### config.mk
export PLATFORM = sky130hd
export DESIGN_NAME = regfile_wb_arbiter_flat
export DESIGN_NICKNAME = d
export VERILOG_FILES = /design/src/rtl/regfile_wb_arbiter_pkg.sv /design/src/rtl/regfile_wb_arbiter_if.sv /design/src/rtl/regfile_wb_arbiter_scoreboard.sv /design/src/rtl/regfile_wb_arbiter.sv /design/src/flat_wrapper.sv
export SDC_FILE = /design/constraint.sdc
export NUM_CORES = 1
export LEC_CHECK = 0
export BUFFER_PORTS_ARGS = -buffer_cell sky130_fd_sc_hd__buf_2
export CORE_AREA = 5 5 83 85
export DETAILED_ROUTE_END_ITERATION = 10
export DIE_AREA = 0 0 88 90
export SLEW_MARGIN = 40
export SYNTH_ARGS = -nofsm -noshare
export SYNTH_HDL_FRONTEND = slang
export SYNTH_SLANG_ARGS = --single-unit
### constraint.sdc
create_clock -name clk -period 2 [get_ports clk]
set_clock_uncertainty 0.05 [all_clocks]
set_input_delay 0.4 -clock clk [delete_from_list [all_inputs] [get_ports clk]]
set_output_delay 0.4 -clock clk [all_outputs]
set_load 0.01 [all_outputs]
### src/rtl/regfile_wb_arbiter_pkg.sv
// Shared constants and types for the register-file write-back path.
// Used by the arbiter top, its bus interface and the pending-write scoreboard.
package regfile_pkg;

  localparam int RF_DW    = 16;
  localparam int RF_AW    = 4;
  localparam int RF_DEPTH = 16;
  localparam logic [3:0] RF_ZERO_REG = 4'd0;

  typedef logic [3:0]  rf_addr_t;
  typedef logic [15:0] rf_data_t;

  // Which requester wins the next contended cycle under round-robin.
  typedef enum logic {
    RR_REQ0 = 1'b0,
    RR_REQ1 = 1'b1
  } rr_ptr_e;

endpackage

### src/rtl/regfile_wb_arbiter_if.sv
// Write-back bus between the requesters/decode stage (master) and the arbiter (slave).
interface regfile_wb_arbiter_if #(
  parameter int DW = 16,
  parameter int AW = 4
);

  logic              rsv_en;
  logic [AW-1:0]     rsv_addr;
  logic              req0_valid;
  logic [AW-1:0]     req0_addr;
  logic [DW-1:0]     req0_data;
  logic              req0_ready;
  logic              req1_valid;
  logic [AW-1:0]     req1_addr;
  logic [DW-1:0]     req1_data;
  logic              req1_ready;
  logic              wr_load;
  logic [AW-1:0]     wr_addr;
  logic [DW-1:0]     wr_data;
  logic [2**AW-1:0]  pending;

  modport master (
    output rsv_en, rsv_addr,
    output req0_valid, req0_addr, req0_data,
    output req1_valid, req1_addr, req1_data,
    input  req0_ready, req1_ready,
    input  wr_load, wr_addr, wr_data, pending
  );

  modport slave (
    input  rsv_en, rsv_addr,
    input  req0_valid, req0_addr, req0_data,
    input  req1_valid, req1_addr, req1_data,
    output req0_ready, req1_ready,
    output wr_load, wr_addr, wr_data, pending
  );

endinterface

### src/rtl/regfile_wb_arbiter_scoreboard.sv
// Pending-write scoreboard: one bit per register, set on reservation, cleared on commit.
module rf_scoreboard #(
  parameter int AW = 4
) (
  input  logic            clk,
  input  logic            rst_n,
  input  logic            set_en_i,
  input  logic [AW-1:0]   set_addr_i,
  input  logic            clr_en_i,
  input  logic [AW-1:0]   clr_addr_i,
  output logic [2**AW-1:0] pending_o
);

  localparam int DEPTH = 2**AW;

  logic [DEPTH-1:0] pending_q, pending_d;

  // Set is applied after clear so a fresh reservation survives a same-cycle commit.
  always_comb begin
    pending_d = pending_q;
    if (clr_en_i) pending_d[clr_addr_i] = 1'b0;
    if (set_en_i) pending_d[set_addr_i] = 1'b1;
    pending_d[0] = 1'b0;
  end

  always_ff @(posedge clk or negedge rst_n) begin
    if (!rst_n) pending_q <= '0;
    else        pending_q <= pending_d;
  end

  assign pending_o = pending_q;

endmodule

### src/rtl/regfile_wb_arbiter.sv
// Two-requester arbiter for the register-file write port with a registered write stage.
// Optional macro REGFILE_WB_STATS_EN adds a saturating contention counter output.
module regfile_wb_arbiter
  import regfile_pkg::*;
#(
  parameter int DW        = RF_DW,
  parameter int AW        = RF_AW,
  parameter int LOAD_PRIO = 0
) (
  input  logic                 clk,
  input  logic                 rst_n,
  regfile_wb_arbiter_if.slave  bus
`ifdef REGFILE_WB_STATS_EN
  ,
  output logic [15:0]          conflict_cnt
`endif
);

  rr_ptr_e       rr_q, rr_d;
  logic          grant0, grant1, both_valid, any_grant;
  logic [AW-1:0] grant_addr;
  logic [DW-1:0] grant_data;
  logic          wr_load_q;
  logic [AW-1:0] wr_addr_q;
  logic [DW-1:0] wr_data_q;

  // Round-robin pointer moves only when both requesters compete.
  always_comb begin
    both_valid = bus.req0_valid & bus.req1_valid;
    grant0     = 1'b0;
    grant1     = 1'b0;
    rr_d       = rr_q;
    if (LOAD_PRIO != 0) begin
      grant1 = bus.req1_valid;
      grant0 = bus.req0_valid & ~bus.req1_valid;
    end else if (both_valid) begin
      grant0 = (rr_q == RR_REQ0);
      grant1 = (rr_q == RR_REQ1);
      rr_d   = (rr_q == RR_REQ0) ? RR_REQ1 : RR_REQ0;
    end else begin
      grant0 = bus.req0_valid;
      grant1 = bus.req1_valid;
    end
  end

  assign any_grant  = grant0 | grant1;
  assign grant_addr = grant1 ? bus.req1_addr : bus.req0_addr;
  assign grant_data = grant1 ? bus.req1_data : bus.req0_data;

  // Writes to register 0 are accepted but never reach the register file.
  always_ff @(posedge clk or negedge rst_n) begin
    if (!rst_n) begin
      rr_q      <= RR_REQ0;
      wr_load_q <= 1'b0;
      wr_addr_q <= '0;
      wr_data_q <= '0;
    end else begin
      rr_q      <= rr_d;
      wr_load_q <= any_grant && (grant_addr != AW'(RF_ZERO_REG));
      if (any_grant) begin
        wr_addr_q <= grant_addr;
        wr_data_q <= grant_data;
      end
    end
  end

  rf_scoreboard #(.AW(AW)) u_scoreboard (
    .clk       (clk),
    .rst_n     (rst_n),
    .set_en_i  (bus.rsv_en),
    .set_addr_i(bus.rsv_addr),
    .clr_en_i  (any_grant),
    .clr_addr_i(grant_addr),
    .pending_o (bus.pending)
  );

  assign bus.req0_ready = grant0;
  assign bus.req1_ready = grant1;
  assign bus.wr_load    = wr_load_q;
  assign bus.wr_addr    = wr_addr_q;
  assign bus.wr_data    = wr_data_q;

`ifdef REGFILE_WB_STATS_EN
  logic [15:0] conflict_q;

  always_ff @(posedge clk or negedge rst_n) begin
    if (!rst_n)                                 conflict_q <= '0;
    else if (both_valid && conflict_q != 16'hFFFF) conflict_q <= conflict_q + 16'd1;
  end

  assign conflict_cnt = conflict_q;
`endif

endmodule

### src/flat_wrapper.sv
// flat-port wrapper written by rule: the top's interface ports become plain ports
module regfile_wb_arbiter_flat import regfile_pkg::*;
#(
  parameter int DW        = RF_DW,
  parameter int AW        = RF_AW,
  parameter int LOAD_PRIO = 0
)
  (clk, rst_n, bus_rsv_en, bus_rsv_addr, bus_req0_valid, bus_req0_addr, bus_req0_data, bus_req1_valid, bus_req1_addr, bus_req1_data, bus_req0_ready, bus_req1_ready, bus_wr_load, bus_wr_addr, bus_wr_data, bus_pending);
  regfile_wb_arbiter_if #(.DW(DW), .AW(AW)) bus_i ();
  input  logic clk;
  input  logic rst_n;
  input wire logic [$bits(bus_i.rsv_en)-1:0] bus_rsv_en;
  input wire logic [$bits(bus_i.rsv_addr)-1:0] bus_rsv_addr;
  input wire logic [$bits(bus_i.req0_valid)-1:0] bus_req0_valid;
  input wire logic [$bits(bus_i.req0_addr)-1:0] bus_req0_addr;
  input wire logic [$bits(bus_i.req0_data)-1:0] bus_req0_data;
  input wire logic [$bits(bus_i.req1_valid)-1:0] bus_req1_valid;
  input wire logic [$bits(bus_i.req1_addr)-1:0] bus_req1_addr;
  input wire logic [$bits(bus_i.req1_data)-1:0] bus_req1_data;
  output wire logic [$bits(bus_i.req0_ready)-1:0] bus_req0_ready;
  output wire logic [$bits(bus_i.req1_ready)-1:0] bus_req1_ready;
  output wire logic [$bits(bus_i.wr_load)-1:0] bus_wr_load;
  output wire logic [$bits(bus_i.wr_addr)-1:0] bus_wr_addr;
  output wire logic [$bits(bus_i.wr_data)-1:0] bus_wr_data;
  output wire logic [$bits(bus_i.pending)-1:0] bus_pending;
  assign bus_i.rsv_en = bus_rsv_en;
  assign bus_i.rsv_addr = bus_rsv_addr;
  assign bus_i.req0_valid = bus_req0_valid;
  assign bus_i.req0_addr = bus_req0_addr;
  assign bus_i.req0_data = bus_req0_data;
  assign bus_i.req1_valid = bus_req1_valid;
  assign bus_i.req1_addr = bus_req1_addr;
  assign bus_i.req1_data = bus_req1_data;
  assign bus_req0_ready = bus_i.req0_ready;
  assign bus_req1_ready = bus_i.req1_ready;
  assign bus_wr_load = bus_i.wr_load;
  assign bus_wr_addr = bus_i.wr_addr;
  assign bus_wr_data = bus_i.wr_data;
  assign bus_pending = bus_i.pending;
  regfile_wb_arbiter #(.DW(DW), .AW(AW), .LOAD_PRIO(LOAD_PRIO)) u_core (.clk(clk), .rst_n(rst_n), .bus(bus_i));
endmodule
==> impl_metrics.tcl <==
set metrics [dict create \
    met3_length_um 472 \
    hold-worst-slack_ns 0.0108 \
    total_power_uw 2490 \
    p_sw_uw 831 \
    synth_seq_area_share_pct 45.0 \
    cp_slowest_stage_delay_ns 0.39 \
    finalSetupViolCount 0 \
    grt_pass1_wl_um 10100 \
    rr_worst_depth 5 \
    post_cts_buffers 0 \
    drc_errors 0 \
    cts_buffers 5 \
    place_congestion 0.904 \
    relSlewSlack_pct 57.3 \
    clkPwrFrac_pct 27.1 \
    peakVddDrop_mv 0.385 \
    slew_viol_final 0 \
    yosysWarnings 0 \
    cp_cell_sequence "nand2b_4 > nand2_4 > inv_2 > buf_2" \
    critPathMaxFanout 21 \
    pwr-share-comb_pct 32.0 \
    wl_met2_um 2720 \
    syn_area_um2 2060 \
    async_flop_share_pct 100 \
    arrival_ns 1.40 \
    root_buffer "clkbuf_8" \
    fin_area_um2 2640 \
    die_x_um 88 \
    vias 2074 \
    hpwlAfterDp_um 4610 \
    placed_cell_area_um2 2520 \
    dieArea_um2 7920 \
    clk_latency_ns 0.29 \
    antenna_found_initial 1 \
    critical_path_depth 4 \
    synth.top_cell.area_share_pct 45.0 \
    synth.area.top_cells "dfrtp_1 (45%), nor2_1 (7.5%), o22ai_1 (4.9%), o211ai_1 (4.4%), nand4_1 (4.3%)" \
    required_ns 1.55 \
    synth_common_cells "nor2_1 (41), dfrtp_1 (37), nand2_1 (23), o22ai_1 (16), nand4_1 (14)" \
    critPathLaunchType "register" \
    synth_fp_nets 281 \
    wl_per_cell_um 15.5 \
    track_usage_pct 16.1 \
    crit_type "register to output port" \
    drtAntennaViolNets 0 \
    clk_path_buf_depth 2 \
    io_buffers 86 \
    path_clk_slew_ns 0.08 \
    sw_frac_of_total_pct 33.4 \
    rsz0062_at_grt "false" \
    grt_max_degree 24 \
    ctsResizeCount 0 \
    first_pass_iters 4 \
    ys.flop_type "dfrtp_1" \
    synth_most_common_cell "nor2_1" \
    status "finished clean" \
    synth_edf_count 0 \
    powerDensity_nw_per_um2 943 \
    holdCritPathClass "input port to asynchronous set/reset pin" \
    ys_ff_latch 37 \
    n_antenna_cell 0 \
    synthCells 232 \
    ios 88 \
    cpLargestDelayFamily "buffers and inverters" \
    endpoint_kind "output port" \
    setup_tns_ns 0 \
    synth_top_area_cell "dfrtp_1" \
    rows 29 \
    clkSinkCount 37 \
    clock.fmax_mhz 542 \
    postSynthAreaPerCell_um2 8.86 \
    grt_pass1_vias 2029 \
    ys_types 36 \
    vias_per_cell 5.32 \
    cts_tree "done" \
    wl_um 6060 \
    maxCapViolCount 0 \
    die_h_um 90 \
    wl_met1_um 2750 \
    tightestPinTransition_ns 0.640 \
    coreArea_um2 6130 \
    critPathSlowestCell "dfrtp_1" \
    layout.nets 361 \
    initial_core_util_pct 33.5 \
    internal-power_uw 1660 \
    first_iter_violations 131 \
    postCtsHoldBufs 0 \
    gr-total-overflow 0 \
    routed.top_layer "met5" \
    drive_gt1_share_pct 35.8 \
    finalCritPeriodShare_pct 92.3 \
    hold_violations 0 \
    area_growth_pct 28.5 \
    seqPwrFrac_pct 40.9 \
    path_buf_inv 2 \
    h-tree-depth 2 \
    post-route-min-period_ns 1.85 \
    leakagePower_uw 0.00116 \
]
-- final timing paths --
| kind | slack, ns | end | startpoint |
|---|---|---|---|
| setup / recovery | 0.15 | bus_req1_ready | u_core.rr_q |
| hold / removal | 0.01 | u_core.bus.wr_data[8] | rst_n |
| setup reg to reg | 0.41 | u_core.u_scoreboard.pending_o[4] | u_core.rr_q |
| hold reg to reg | 0.43 | u_core.bus.wr_addr[0] | u_core.bus.wr_addr[0] |
| max in group asynchronous | 1.43 | u_core.u_scoreboard.pending_o[7] | rst_n |
| min in group clk | 0.29 | u_core.bus.wr_data[12] | bus_req1_data[12] |
-- stage by stage --
stage / util [%] / setup slack, ns / instances
detailed placement: 41.2 / 0.282 / 382
CTS: 43.1 / 0.157 / 390
global route: 43.1 / 0.0440 / 390
finish: 43.1 / 0.153 / 390
global placement: 41.1 / 0.178 / 382
floorplan: - / 0.566 / 232
-- layer usage --
metal,vias up,track usage [%]
li1,1013,-
met3,12,4.39
met2,75,24.2
met5,-,0
met4,2,5.37
met1,972,22.2
-- power groups by stage --
stage / sequential (uW) / combinational [uW] / clock (uW)
after floorplan: 1100 / 424 / 0
final: 1020 / 797 / 676
after global placement: 1030 / 787 / 0
after detailed placement: 1030 / 808 / 0
after CTS: 1020 / 809 / 693
after global routing: 1040 / 894 / 730
-- registers in the layout, summed over array words and instances, names as in the netlist --
signal,count
u_core.bus.wr_addr,4
u_core.u_scoreboard.pending_o,15
u_core.bus.wr_data,16
u_core.bus.wr_load,1
u_core.rr_q,1
-- logic make-up after synthesis --
family          synth area share [%]
buf+inv                         6.63
compound gates                  19.0
mux                             3.83
other cells                    0.182
flops                           45.0
xor+xnor                       0.426
simple gates                    24.9
-- final cells by class --
cell class | instances | area [um^2]
clock inverters | 1 | 30.0
clock buffers | 7 | 86.3
fillers | 634 | 3490
flip-flops and latches | 37 | 926
repair buffers | 91 | 480
well taps | 77 | 96.3
multi-input cells | 170 | 996
inverters | 7 | 26.3
-- cell usage in the layout (no fill, tap or decap), types with 6 or more instances in the layout --
master    synthesis  layout
buf_2             7      86
clkbuf_8          0       6
dfrtp_1          37      37
inv_1             6       6
mux2_2            7       7
nand2_1          23      23
nand2b_1          6       6
nand4_1          14      14
nor2_1           41      40
o211ai_1         12      12
o22ai_1          16      16
o311ai_1          8       8
-- worst register-to-register path, stage by stage, from the launching register on --
cell      delay [ns]
dfrtp_1         0.41
nand2b_4        0.16
nand2_4         0.07
inv_2           0.15
o41ai_1         0.52
o21ai_1         0.11
Note: power is estimated with default switching activity, not from simulation.
